$ cat config.mk
export PLATFORM = sky130hd
export DESIGN_NAME = nand_op_sequencer
export DESIGN_NICKNAME = d
export VERILOG_FILES = /design/src/rtl/nand_seq_pkg.sv /design/src/rtl/nand_op_sequencer.sv
export SDC_FILE = /design/constraint.sdc
export NUM_CORES = 1
export LEC_CHECK = 0
export ABC_CLOCK_PERIOD_IN_PS = 4350
export CAP_MARGIN = 0
export CORE_ASPECT_RATIO = 1.4
export CORE_MARGIN = 2
export CORE_UTILIZATION = 30
export DETAILED_ROUTE_END_ITERATION = 7
export DONT_BUFFER_PORTS = 1
export PLACE_DENSITY = 0.5
export SETUP_SLACK_MARGIN = 0.2
export SLEW_MARGIN = 10
export SYNTH_ARGS = -nofsm -noshare
export SYNTH_HDL_FRONTEND = slang
export SYNTH_SLANG_ARGS = --single-unit
$ cat constraint.sdc
create_clock -name iSystemClock -period 4.35 [get_ports iSystemClock]
set_input_delay 0.87 -clock iSystemClock [delete_from_list [all_inputs] [get_ports iSystemClock]]
set_output_delay 0.87 -clock iSystemClock [all_outputs]
set_load 0.02 [all_outputs]
$ cat src/rtl/nand_seq_pkg.sv
// Shared opcodes, targets and enums for the NAND op sequencer.
// The opcode and target values match the command port of the flash controller.
package nand_seq_pkg;

   localparam logic [5:0] OP_SELWAY = 6'b100000;
   localparam logic [5:0] OP_SETCOL = 6'b100010;
   localparam logic [5:0] OP_SETROW = 6'b100100;
   localparam logic [5:0] OP_PROG   = 6'b000011;
   localparam logic [5:0] OP_READ   = 6'b000100;
   localparam logic [5:0] OP_ERASE  = 6'b000110;
   localparam logic [5:0] OP_STATUS = 6'b000111;

   localparam logic [4:0] TGT_PROG_10H   = 5'b00000;
   localparam logic [4:0] TGT_DEFAULT    = 5'b00101;
   localparam logic [4:0] TGT_STATUS_70H = 5'b00100;

   typedef enum logic [1:0] {
      REQ_PROG  = 2'd0,
      REQ_READ  = 2'd1,
      REQ_ERASE = 2'd2,
      REQ_RSVD  = 2'd3
   } req_op_e;

   typedef enum logic [3:0] {
      ST_IDLE     = 4'd0,
      ST_SELWAY   = 4'd1,
      ST_SETCOL   = 4'd2,
      ST_SETROW   = 4'd3,
      ST_OPCMD    = 4'd4,
      ST_RDSTREAM = 4'd5,
      ST_STCMD    = 4'd6,
      ST_STDATA   = 4'd7,
      ST_GAP      = 4'd8,
      ST_RESP     = 4'd9
   } seq_state_e;

endpackage

$ cat src/rtl/nand_op_sequencer.sv
// Expands one program/read/erase request into controller commands plus 70h polling; 1 cycle per step.
// Commands hold valid until ready; read data passes through with user backpressure; status beats are absorbed.
module nand_op_sequencer
   import nand_seq_pkg::*;
#(
   parameter int NumberOfWays = 2,
   parameter int MaxPolls     = 1024,
   parameter int PollGap      = 16
) (
   input  logic        iSystemClock,
   input  logic        iReset,
   input  logic [1:0]  iReqOp,
   input  logic [7:0]  iReqWay,
   input  logic [15:0] iReqCol,
   input  logic [23:0] iReqRow,
   input  logic [15:0] iReqLength,
   input  logic        iReqValid,
   output logic        oReqReady,
   output logic        oRspValid,
   input  logic        iRspReady,
   output logic [7:0]  oRspStatus,
   output logic        oRspFail,
   output logic        oRspTimeout,
   output logic [5:0]  oNfcOpcode,
   output logic [4:0]  oNfcTargetID,
   output logic [4:0]  oNfcSourceID,
   output logic [31:0] oNfcAddress,
   output logic [15:0] oNfcLength,
   output logic        oNfcCMDValid,
   input  logic        iNfcCMDReady,
   input  logic [15:0] iNfcReadData,
   input  logic        iNfcReadLast,
   input  logic        iNfcReadValid,
   output logic        oNfcReadReady,
   output logic [15:0] oUserReadData,
   output logic        oUserReadLast,
   output logic        oUserReadValid,
   input  logic        iUserReadReady
);

   localparam logic [15:0] MaxPolls16 = 16'(MaxPolls);
   localparam logic [15:0] GapLast    = (PollGap > 0) ? 16'(PollGap - 1) : 16'd0;

   seq_state_e  r_state;
   req_op_e     r_op;
   logic [7:0]  r_way;
   logic [15:0] r_col;
   logic [23:0] r_row;
   logic [15:0] r_len;
   logic [15:0] r_polls;
   logic [15:0] r_gap_cnt;
   logic [7:0]  r_status;
   logic        r_fail;
   logic        r_timeout;

   logic        w_way_bad;
   logic        w_rd_hs;
   logic [7:0]  w_beat_status;

   assign w_way_bad     = ({24'd0, iReqWay} >= $unsigned(NumberOfWays));
   assign w_rd_hs       = iNfcReadValid & oNfcReadReady;
   assign w_beat_status = iNfcReadData[7:0];

   assign oReqReady   = (r_state == ST_IDLE);
   assign oRspValid   = (r_state == ST_RESP);
   assign oRspStatus  = (r_state == ST_RESP) ? r_status : 8'd0;
   assign oRspFail    = (r_state == ST_RESP) & r_fail;
   assign oRspTimeout = (r_state == ST_RESP) & r_timeout;

   // Command fields decode purely from state and latched request, so they cannot move while stalled.
   always_comb begin
      oNfcCMDValid = 1'b0;
      oNfcOpcode   = 6'd0;
      oNfcTargetID = 5'd0;
      oNfcSourceID = 5'd0;
      oNfcAddress  = 32'd0;
      oNfcLength   = 16'd0;
      case (r_state)
         ST_SELWAY: begin
            oNfcCMDValid = 1'b1;
            oNfcOpcode   = OP_SELWAY;
            oNfcAddress  = {24'd0, r_way};
         end
         ST_SETCOL: begin
            oNfcCMDValid = 1'b1;
            oNfcOpcode   = OP_SETCOL;
            oNfcAddress  = {16'd0, r_col};
         end
         ST_SETROW: begin
            oNfcCMDValid = 1'b1;
            oNfcOpcode   = OP_SETROW;
            oNfcAddress  = {8'd0, r_row};
         end
         ST_OPCMD: begin
            oNfcCMDValid = 1'b1;
            case (r_op)
               REQ_PROG: begin
                  oNfcOpcode   = OP_PROG;
                  oNfcTargetID = TGT_PROG_10H;
                  oNfcLength   = r_len;
               end
               REQ_READ: begin
                  oNfcOpcode   = OP_READ;
                  oNfcTargetID = TGT_DEFAULT;
                  oNfcLength   = r_len;
               end
               default: begin
                  oNfcOpcode   = OP_ERASE;
                  oNfcTargetID = TGT_DEFAULT;
               end
            endcase
         end
         ST_STCMD: begin
            oNfcCMDValid = 1'b1;
            oNfcOpcode   = OP_STATUS;
            oNfcTargetID = TGT_STATUS_70H;
            oNfcLength   = 16'd8;
         end
         default: ;
      endcase
   end

   always_comb begin
      oNfcReadReady  = 1'b0;
      oUserReadValid = 1'b0;
      oUserReadData  = 16'd0;
      oUserReadLast  = 1'b0;
      if (r_state == ST_RDSTREAM) begin
         oNfcReadReady  = iUserReadReady;
         oUserReadValid = iNfcReadValid;
         oUserReadData  = iNfcReadData;
         oUserReadLast  = iNfcReadLast;
      end else if (r_state == ST_STDATA) begin
         oNfcReadReady = 1'b1;
      end
   end

   always_ff @(posedge iSystemClock) begin
      if (iReset) begin
         r_state   <= ST_IDLE;
         r_op      <= REQ_PROG;
         r_way     <= 8'd0;
         r_col     <= 16'd0;
         r_row     <= 24'd0;
         r_len     <= 16'd0;
         r_polls   <= 16'd0;
         r_gap_cnt <= 16'd0;
         r_status  <= 8'd0;
         r_fail    <= 1'b0;
         r_timeout <= 1'b0;
      end else begin
         case (r_state)
            ST_IDLE: begin
               if (iReqValid) begin
                  r_op      <= (iReqOp == REQ_RSVD) ? REQ_ERASE : req_op_e'(iReqOp);
                  r_way     <= iReqWay;
                  r_col     <= iReqCol;
                  r_row     <= iReqRow;
                  r_len     <= iReqLength;
                  r_polls   <= 16'd0;
                  r_status  <= 8'd0;
                  r_fail    <= w_way_bad;
                  r_timeout <= 1'b0;
                  r_state   <= w_way_bad ? ST_RESP : ST_SELWAY;
               end
            end
            ST_SELWAY: if (iNfcCMDReady) r_state <= ST_SETCOL;
            ST_SETCOL: if (iNfcCMDReady) r_state <= ST_SETROW;
            ST_SETROW: if (iNfcCMDReady) r_state <= ST_OPCMD;
            ST_OPCMD: begin
               if (iNfcCMDReady) r_state <= (r_op == REQ_READ) ? ST_RDSTREAM : ST_STCMD;
            end
            ST_RDSTREAM: begin
               if (w_rd_hs && iNfcReadLast) r_state <= ST_RESP;
            end
            ST_STCMD: begin
               if (iNfcCMDReady) begin
                  r_polls <= (r_polls == 16'hFFFF) ? r_polls : r_polls + 16'd1;
                  r_state <= ST_STDATA;
               end
            end
            ST_STDATA: begin
               // Decide on the incoming byte: the last beat of the status stream wins.
               if (w_rd_hs) begin
                  r_status <= w_beat_status;
                  if (iNfcReadLast) begin
                     if (w_beat_status[5]) begin
                        r_fail  <= w_beat_status[0];
                        r_state <= ST_RESP;
                     end else if (r_polls == MaxPolls16) begin
                        r_timeout <= 1'b1;
                        r_state   <= ST_RESP;
                     end else begin
                        r_gap_cnt <= 16'd0;
                        r_state   <= ST_GAP;
                     end
                  end
               end
            end
            ST_GAP: begin
               if (r_gap_cnt >= GapLast) r_state <= ST_STCMD;
               else r_gap_cnt <= r_gap_cnt + 16'd1;
            end
            ST_RESP: if (iRspReady) r_state <= ST_IDLE;
            default: r_state <= ST_IDLE;
         endcase
      end
   end

endmodule

==> metrics.md, run 1 <==
| Metric | Value |
|---|---|
| Sw power | `1.17 mW` |
| Comb power frac | `between 20 and 30%` |
| Final hold vios | `0` |
| Worst setup SP type | `flop` |
| Post-route minimum period | `3350 ps` |
| Die area | `19000 um2` |
| Clock latency on the worst-skew pair | `between 300 and 400 ps` |
| Max Slew Vio Count | `0` |
| Row count | `57` |
| Post CTS Setup Buffer Count | `0` |
| R2r startpoint | `r_state[0]` |
| # nets final | `around 740` |
| CP Cell Sequence | `nand2b_1, a211oi_1, or2_2` |
| Yosys reg bits | `approximately 110` |
| Clock sink count | `~110` |
| Syn Inst Count | `approximately 680` |
| Gr usage total | `~15%` |
| Final setup fails | `0` |
| Crit. Startpoint | `r_state[0]` |
| Core area | `about 17000 um2` |
| CTS Buffer Depth | `2` |
| Leak | `~2.0 nW` |
| PwrDens | `approximately 530 nW/um2` |
| Post-synthesis sequential area ratio | `41.7%` |
| Peak supply drop | `roughly 0.19 mV` |
| Placed Instances | `~870` |
| Worst-path fanout max | `29` |
| Int Pwr | `roughly 1.8 mW` |
| Ys Warns | `0` |
| Diodes inserted | `0` |
| Reg-to-Reg End | `r_polls[1]` |
| Yosys cell types | `between 50 and 60` |
| Arrival time worst endpoint | `2480 ps` |
| Achievable Freq | `between 200 and 300 MHz` |
| Pre-CTS WS | `1300 ps` |
| Sw Ratio | `around two fifths` |
| GPL Wtd Cong | `about 0.82` |
| Die Ht | `about 160 um` |
| Post-synth top area cell | `dfxtp_1` |
| Starting DRT DRC Count | `~270` |
| Hold_buf cts | `0` |
| Syn Area/Cell | `slightly below 8 um2` |
| Critical path endpoint | `oNfcOpcode[2]` |
| Unrepaired setup endpoints after global routing | `false` |
| Initial antenna violation count | `0` |
| Max Cap Viol | `0` |
| Status | `completed` |
| Critical Path RT | `between 3000 and 4000 ps` |
| Final period utilization | `~77%` |
| CP Class | `reg2out` |
| Slowest-stage cell, CP | `a211oi_1` |
| TritonCTS buffer count | `9` |
| DP Wirelength | `between 10000 and 15000 um` |
| Number of global-route vias before repair | `~4300` |
| Share of flip-flops with an asynchronous set or reset | `0%` |
| Worst slew pin tran | `approximately 1200 ps` |
| Initial DRT Pass Iterations | `4` |
| Via count of the routed design | `approximately 4500` |
| Port Buf Inserts | `0` |
| Cell Area, Synth | `roughly 5400 um2` |
| Synth top area share | `roughly two fifths` |
| I/O Pins | `approximately 190` |
| R2r setup slk | `1330 ps` |
| Layout Cells excl Fill | `between 800 and 900` |
| Clock power frac | `between 20% and 30%` |
| Starting Density | `30.8%` |
| Per-cell routed wire length | `between 15 and 20 um` |
| Clock root cell | `clkbuf_16` |
| Setup WS post-layout | `around 1000 ps` |
| Setup TNS | `0 ps` |
| Hold crit path type | `reg2reg` |
| Post-route ant nets | `0` |
| Routed WL | `~14000 um` |
| Area Overhead vs Synth | `6.72%` |
| Fraction of layout cells with a size suffix above 1 | `8.26%` |
| Worst Reg-to-Reg Cells | `5` |
| Horiz. Die Dim | `around 120 um` |
| Largest net degree at the start of global routing | `85` |
| Post-cts sizing count | `0` |
| Relative slew slack | `a little under a quarter` |
| Dominant cells by area after synthesis | `dfxtp_1, nand2_1, and2_1, a21oi_1, buf_4` |
| CTS tree | `yes` |
| CP Capture Type | `primary output` |
| Remaining global-route overflow | `0` |
| H-tree depth | `3` |
| Reg clk slew, reported paths | `about 80 ps` |
| Vias per cell | `5.02` |
| Sequential Power Share | `between 40 and 50%` |
| First-pass GRT wire length | `roughly 22000 um` |
| EDFF count, synth | `0` |
| Synth Flop Type | `dfxtp_1` |
| DRC | `0` |
| Clk_skew | `9.54 ps` |
| Crit path largest cell delay | `790 ps` |
## power groups by stage
| stage | Sequential, mW | Combinational (mW) | Clock (mW) |
|---|---|---|---|
| floorplan | 1.24 | 0.827 | 0 |
| global placement | 1.32 | 0.877 | 0 |
| detailed placement | 1.32 | 0.900 | 0 |
| CTS | 1.30 | 0.899 | 0.852 |
| global route | 1.33 | 1.01 | 0.890 |
| finish | 1.30 | 0.890 | 0.823 |
## worst min path at each step
stage,start,endpoint,cells after the start
after global placement,r_row[17],r_row[17],2
after global routing,r_row[19],r_row[19],2
after floorplan,r_timeout,r_timeout,2
after CTS,r_len[2],r_len[2],2
final,r_len[2],r_len[2],2
after detailed placement,r_len[2],r_len[2],2
## cell type report
type	instances	area (um2)
inverter	8	31.3
clock inverter	6	61.3
sequential	112	2240
tap	236	295
timing repair buffer	8	60.1
clock buffer	10	229
multi-input combinational	510	2820
fill	1876	11700
## layer usage
metal	track usage, %	part of all wire, %
met5	0	0
met4	5.29	1.9
met3	4.50	7.1
met2	25.1	50
met1	18.3	41
## cell families (layout without fill, tap and decap cells)
group / after synthesis / count (layout) / synth area share (%)
and+or+nand+nor: 332 / 332 / 30.5
AOI/OAI and AO/OA: 131 / 131 / 15.3
DFF: 112 / 112 / 41.7
buffers and inverters: 71 / 32 / 7.12
xor gates and xnor gates: 16 / 16 / 2.61
muxes: 10 / 10 / 2.05
adders and majority gates: 3 / 3 / 0.698
other: 1 / 18 / 0.0697
## flip-flops by register name, indices dropped and copies added, names as in the netlist
| register | count |
|---|---|
| r_polls | 16 |
| r_timeout | 1 |
| r_state | 4 |
| r_op | 2 |
| r_way | 8 |
| r_len | 16 |
| r_row | 24 |
| r_fail | 1 |
| r_status | 8 |
| r_col | 16 |
| r_gap_cnt | 16 |
## cells in the final DEF (no fill, tap or decap), drive strengths merged, types with 6 or more instances in the layout
cell    instances
dfxtp         112
nor3           19
clkbuf         10
a22o            8
buf             8
conb           18
nand2         146
a21oi          78
nand3          11
mux2            8
inv            10
xnor2          13
nor2           45
and2           68
nand4           6
a211oi          9
a22oi          17
nor4           10
## worst max-delay path, delay by kind of cell (launching register included)
| family | cells | cell delay (ps) |
|---|---|---|
| compound gates | 1 | 790 |
| simple gates | 2 | 690 |
| flops | 1 | 630 |
## Yosys cell counts (3+ instances only)
cell type and instances:
a21oi_1 77, buf_4 23, xor2_1 3, o21ai_0 4, dfxtp_1 112, ha_1 3, a22o_1 8, xnor2_1 13
nor3_1 13, nand3_1 11, nand2_1 146, mux2_2 8, nor3_2 6, nand4_1 6, a211oi_2 4, nor2_1 43
inv_1 7, and3_1 3, nor4_1 9, and2_1 68, a22oi_1 17, and4_1 3, buf_1 3, nor2b_1 3
or2_2 3, buf_2 11, a211oi_1 5, nand2b_1 4, clkbuf_1 24
## per-stage QoR
step	cell area [um2]	hold slack [ps]	power, mW	utilization (%)
2_1_floorplan	5440	429	2.07	-
3_3_place_gp	5450	436	2.20	31.2
3_5_place_dp	5450	439	2.22	31.2
4_1_cts	5740	450	3.05	32.8
5_1_grt	5740	466	3.22	32.8
6_report	5740	454	3.01	32.8
No activity file was read; power rests on OpenSTA's default activity.
==> run 2: changes to the inputs <==
--- a/config.mk
+++ b/config.mk
@@ -5,14 +5,14 @@
 export SDC_FILE = /design/constraint.sdc
 export NUM_CORES = 1
 export LEC_CHECK = 0
-export ABC_CLOCK_PERIOD_IN_PS = 4350
+export ABC_CLOCK_PERIOD_IN_PS = 3000
 export CAP_MARGIN = 0
 export CORE_ASPECT_RATIO = 1.4
 export CORE_MARGIN = 2
 export CORE_UTILIZATION = 30
 export DETAILED_ROUTE_END_ITERATION = 7
 export DONT_BUFFER_PORTS = 1
-export PLACE_DENSITY = 0.5
+export PLACE_DENSITY = 0.51
 export SETUP_SLACK_MARGIN = 0.2
 export SLEW_MARGIN = 10
 export SYNTH_ARGS = -nofsm -noshare
==> constraint.sdc (replaced) <==
create_clock -name iSystemClock -period 3 [get_ports iSystemClock]
set_input_delay 0.6 -clock iSystemClock [delete_from_list [all_inputs] [get_ports iSystemClock]]
set_output_delay 0.6 -clock iSystemClock [all_outputs]
set_load 0.02 [all_outputs]
==> run 2 against run 1 <==
Net effect: register-to-register slack lost 600 ps; worst hold slack worse by 130 ps; critical path depth unchanged; clock skew fell by 0.72 ps; total power grew 46%; clock-buffer cell count unchanged; non-clock buffer count grew 11; global-route usage down 0.30 points; cell area is 1.4% higher; combinational power up 60%; utilization rose by 0.45 points; highest routed layer unchanged.
==> metrics.md, run 2 (synthesis results as in run 1) <==
| Metric | Value |
|---|---|
| Initial DRT Pass Iterations | `5 (was 4)` |
| Post-route minimum period | `roughly 2600 ps` |
| DRC | `0 (unchanged)` |
| Max Cap Viol | `0 (unchanged)` |
| Hold crit path type | `in2reg (was reg2reg)` |
| Most frequent cells in the layout | `nand2_1, dfxtp_1, a21oi_1 (unchanged)` |
| Post-route ant nets | `0 (unchanged)` |
| Final period utilization | `between 80 and 90%` |
| Peak supply drop | `0.339 mV (was 0.190 mV)` |
| R2r setup slk | `730 ps (was 1330 ps)` |
| Routed WL | `14100 um (was 14200 um)` |
| Starting Density | `30.8% (unchanged)` |
| DP Wirelength | `10100 um (about the same)` |
| Reg clk slew, reported paths | `70 ps (was 80 ps)` |
| Setup TNS | `0 ps (unchanged)` |
| Critical Path RT | `2400 ps (was 3480 ps)` |
| CTS Buffer Depth | `2 (unchanged)` |
| Gr usage total | `14.8% (was 15.1%)` |
| Largest reg by FF count | `r_row (unchanged)` |
| Initial antenna violation count | `0 (unchanged)` |
| Achievable Freq | `approximately 380 MHz` |
| Via count of the routed design | `4474 (was 4471)` |
| Clk_skew | `8.82 ps (was 9.54 ps)` |
| # nets final | `753 (was 742)` |
| Vias per cell | `4.97 (was 5.02)` |
| TritonCTS buffer count | `9 (unchanged)` |
| I/O Pins | `186 (unchanged)` |
| Per-cell routed wire length | `15.6 um (was 15.9 um)` |
| Port Buf Inserts | `0 (unchanged)` |
| Final setup fails | `0 (unchanged)` |
| Max Slew Vio Count | `0 (unchanged)` |
| Row count | `57 (unchanged)` |
| Hold_buf cts | `0 (unchanged)` |
| CP Capture Type | `primary output (unchanged)` |
| Arrival time worst endpoint | `2030 ps (was 2480 ps)` |
| Design Area, Final | `5820 um2 (was 5740 um2)` |
| Post-cts sizing count | `0 (unchanged)` |
| R2r startpoint | `r_state[2] (was r_state[0])` |
| Die Ht | `162 um (unchanged)` |
| Commonest non-fill, non-tap cell in the layout | `nand2_1 (unchanged)` |
| Fraction of layout cells with a size suffix above 1 | `9.94% (was 8.26%)` |
| Worst slew pin tran | `744 ps (was 1160 ps)` |
| Leak | `2.09 nW (was 2.04 nW)` |
| Reg-to-Reg End | `r_fail (was r_polls[1])` |
| GPL Wtd Cong | `0.816 (was 0.815)` |
| Clock sink count | `112 (unchanged)` |
| PwrDens | `756 nW/um2 (was 525 nW/um2)` |
| Relative slew slack | `50.4% (was 23.0%)` |
| Final hold vios | `0 (unchanged)` |
| Horiz. Die Dim | `117 um (unchanged)` |
| Number of global-route vias before repair | `4242 (was 4349)` |
| Clock root cell | `clkbuf_16 (unchanged)` |
| Unrepaired setup endpoints after global routing | `false (unchanged)` |
| Die area | `19000 um2 (unchanged)` |
| Setup WS post-layout | `375 ps (was 1000 ps)` |
| Dpl cell area | `5540 um2 (was 5450 um2)` |
| CP Class | `reg2out (unchanged)` |
| Largest net degree at the start of global routing | `85 (unchanged)` |
| Starting DRT DRC Count | `252 (was 274)` |
| Post CTS Setup Buffer Count | `0 (unchanged)` |
| Hold Crit Depth | `1 (was 2)` |
| Core area | `17500 um2 (unchanged)` |
| H-tree depth | `3 (unchanged)` |
| Remaining global-route overflow | `0 (unchanged)` |
| Worst setup SP type | `flop (unchanged)` |
| First-pass GRT wire length | `22100 um (was 22400 um)` |
| Max reg flops | `24 (unchanged)` |
| Worst-path fanout max | `16 (was 29)` |
| Status | `completed (unchanged)` |
| End of the worst hold path | `r_gap_cnt[0] (was r_len[2])` |
| HP Start | `iReset (was r_len[2])` |
| Area Overhead vs Synth | `8.19% (was 6.72%)` |
| Worst Reg-to-Reg Cells | `7 (was 5)` |
| Pre-CTS WS | `652 ps (was 1300 ps)` |
| CTS tree | `yes (unchanged)` |
| Clock latency on the worst-skew pair | `350 ps (was 360 ps)` |
-- run 2: cell types whose count changed in the layout (fill, tap and decap cells not counted), sizes merged --
cell    previous run  this run
buf                8        19
clkinv             3         2
diode              0         1
-- run 2: how the worst max path moves through the flow --
stage	from	to	slack (ps)	depth (start not counted)
after floorplan	r_state[3]	oNfcAddress[10]	770	4
after global placement	r_state[0]	r_fail	680	7
after detailed placement	r_state[0]	r_fail	650	7
after CTS	r_state[0]	oNfcAddress[4]	260	3
after global routing	r_state[2]	oNfcTargetID[0]	310	3
final	r_state[2]	oNfcTargetID[0]	370	3
-- run 2: per-stage QoR --
step | hold WS (ps) | instances | utilization [%] | total power, mW
final | 321 | 901 | 33.3 | 4.40
after global routing | 312 | 900 | 33.3 | 4.71
after CTS | 313 | 900 | 33.3 | 4.45
after detailed placement | 438 | 885 | 31.7 | 3.31
after global placement | 437 | 885 | 31.7 | 3.27
after floorplan | 429 | 693 | - | 3.00
-- run 2: cell type report --
type                    count  area [um2]
flip-flops and latches    112        2240
fillers                  1878       11700
repair buffers             19         155
well taps                 236         295
clock inverters             5        38.8
multi-input cells         510        2820
clock buffers              10         229
inverters                   8        31.3
diodes                      1        2.50
-- run 2: worst max-delay path, cell delays in order (launching register included) --
cell	delay [ps]
dfxtp_1	620
nand2b_1	250
nor4_1	560
buf_4	250
-- run 2: metal layers --
metal / wire [um] / GRT usage [%] / up-vias
li1: - / - / 2207
met1: 5880 / 18.7 / 2114
met2: 6990 / 24.1 / 143
met3: 998 / 4.21 / 10
met4: 223 / 4.87 / 0
met5: 0 / 0 / -
-- run 2: where the power goes --
group | internal, mW | total [mW] | switching (mW)
Sequential | 1.69 | 1.85 | 0.158
Clock | 0.568 | 1.13 | 0.561
Combinational | 0.460 | 1.42 | 0.962
==> run 3: changes to the inputs <==
--- a/config.mk
+++ b/config.mk
@@ -10,6 +10,7 @@
 export CORE_ASPECT_RATIO = 1.4
 export CORE_MARGIN = 2
 export CORE_UTILIZATION = 30
+export CTS_CLUSTER_SIZE = 12
 export DETAILED_ROUTE_END_ITERATION = 7
 export DONT_BUFFER_PORTS = 1
 export PLACE_DENSITY = 0.51
==> results of run 3 <==
No change in the layout: final DEF, timing and power equal those of run 2.
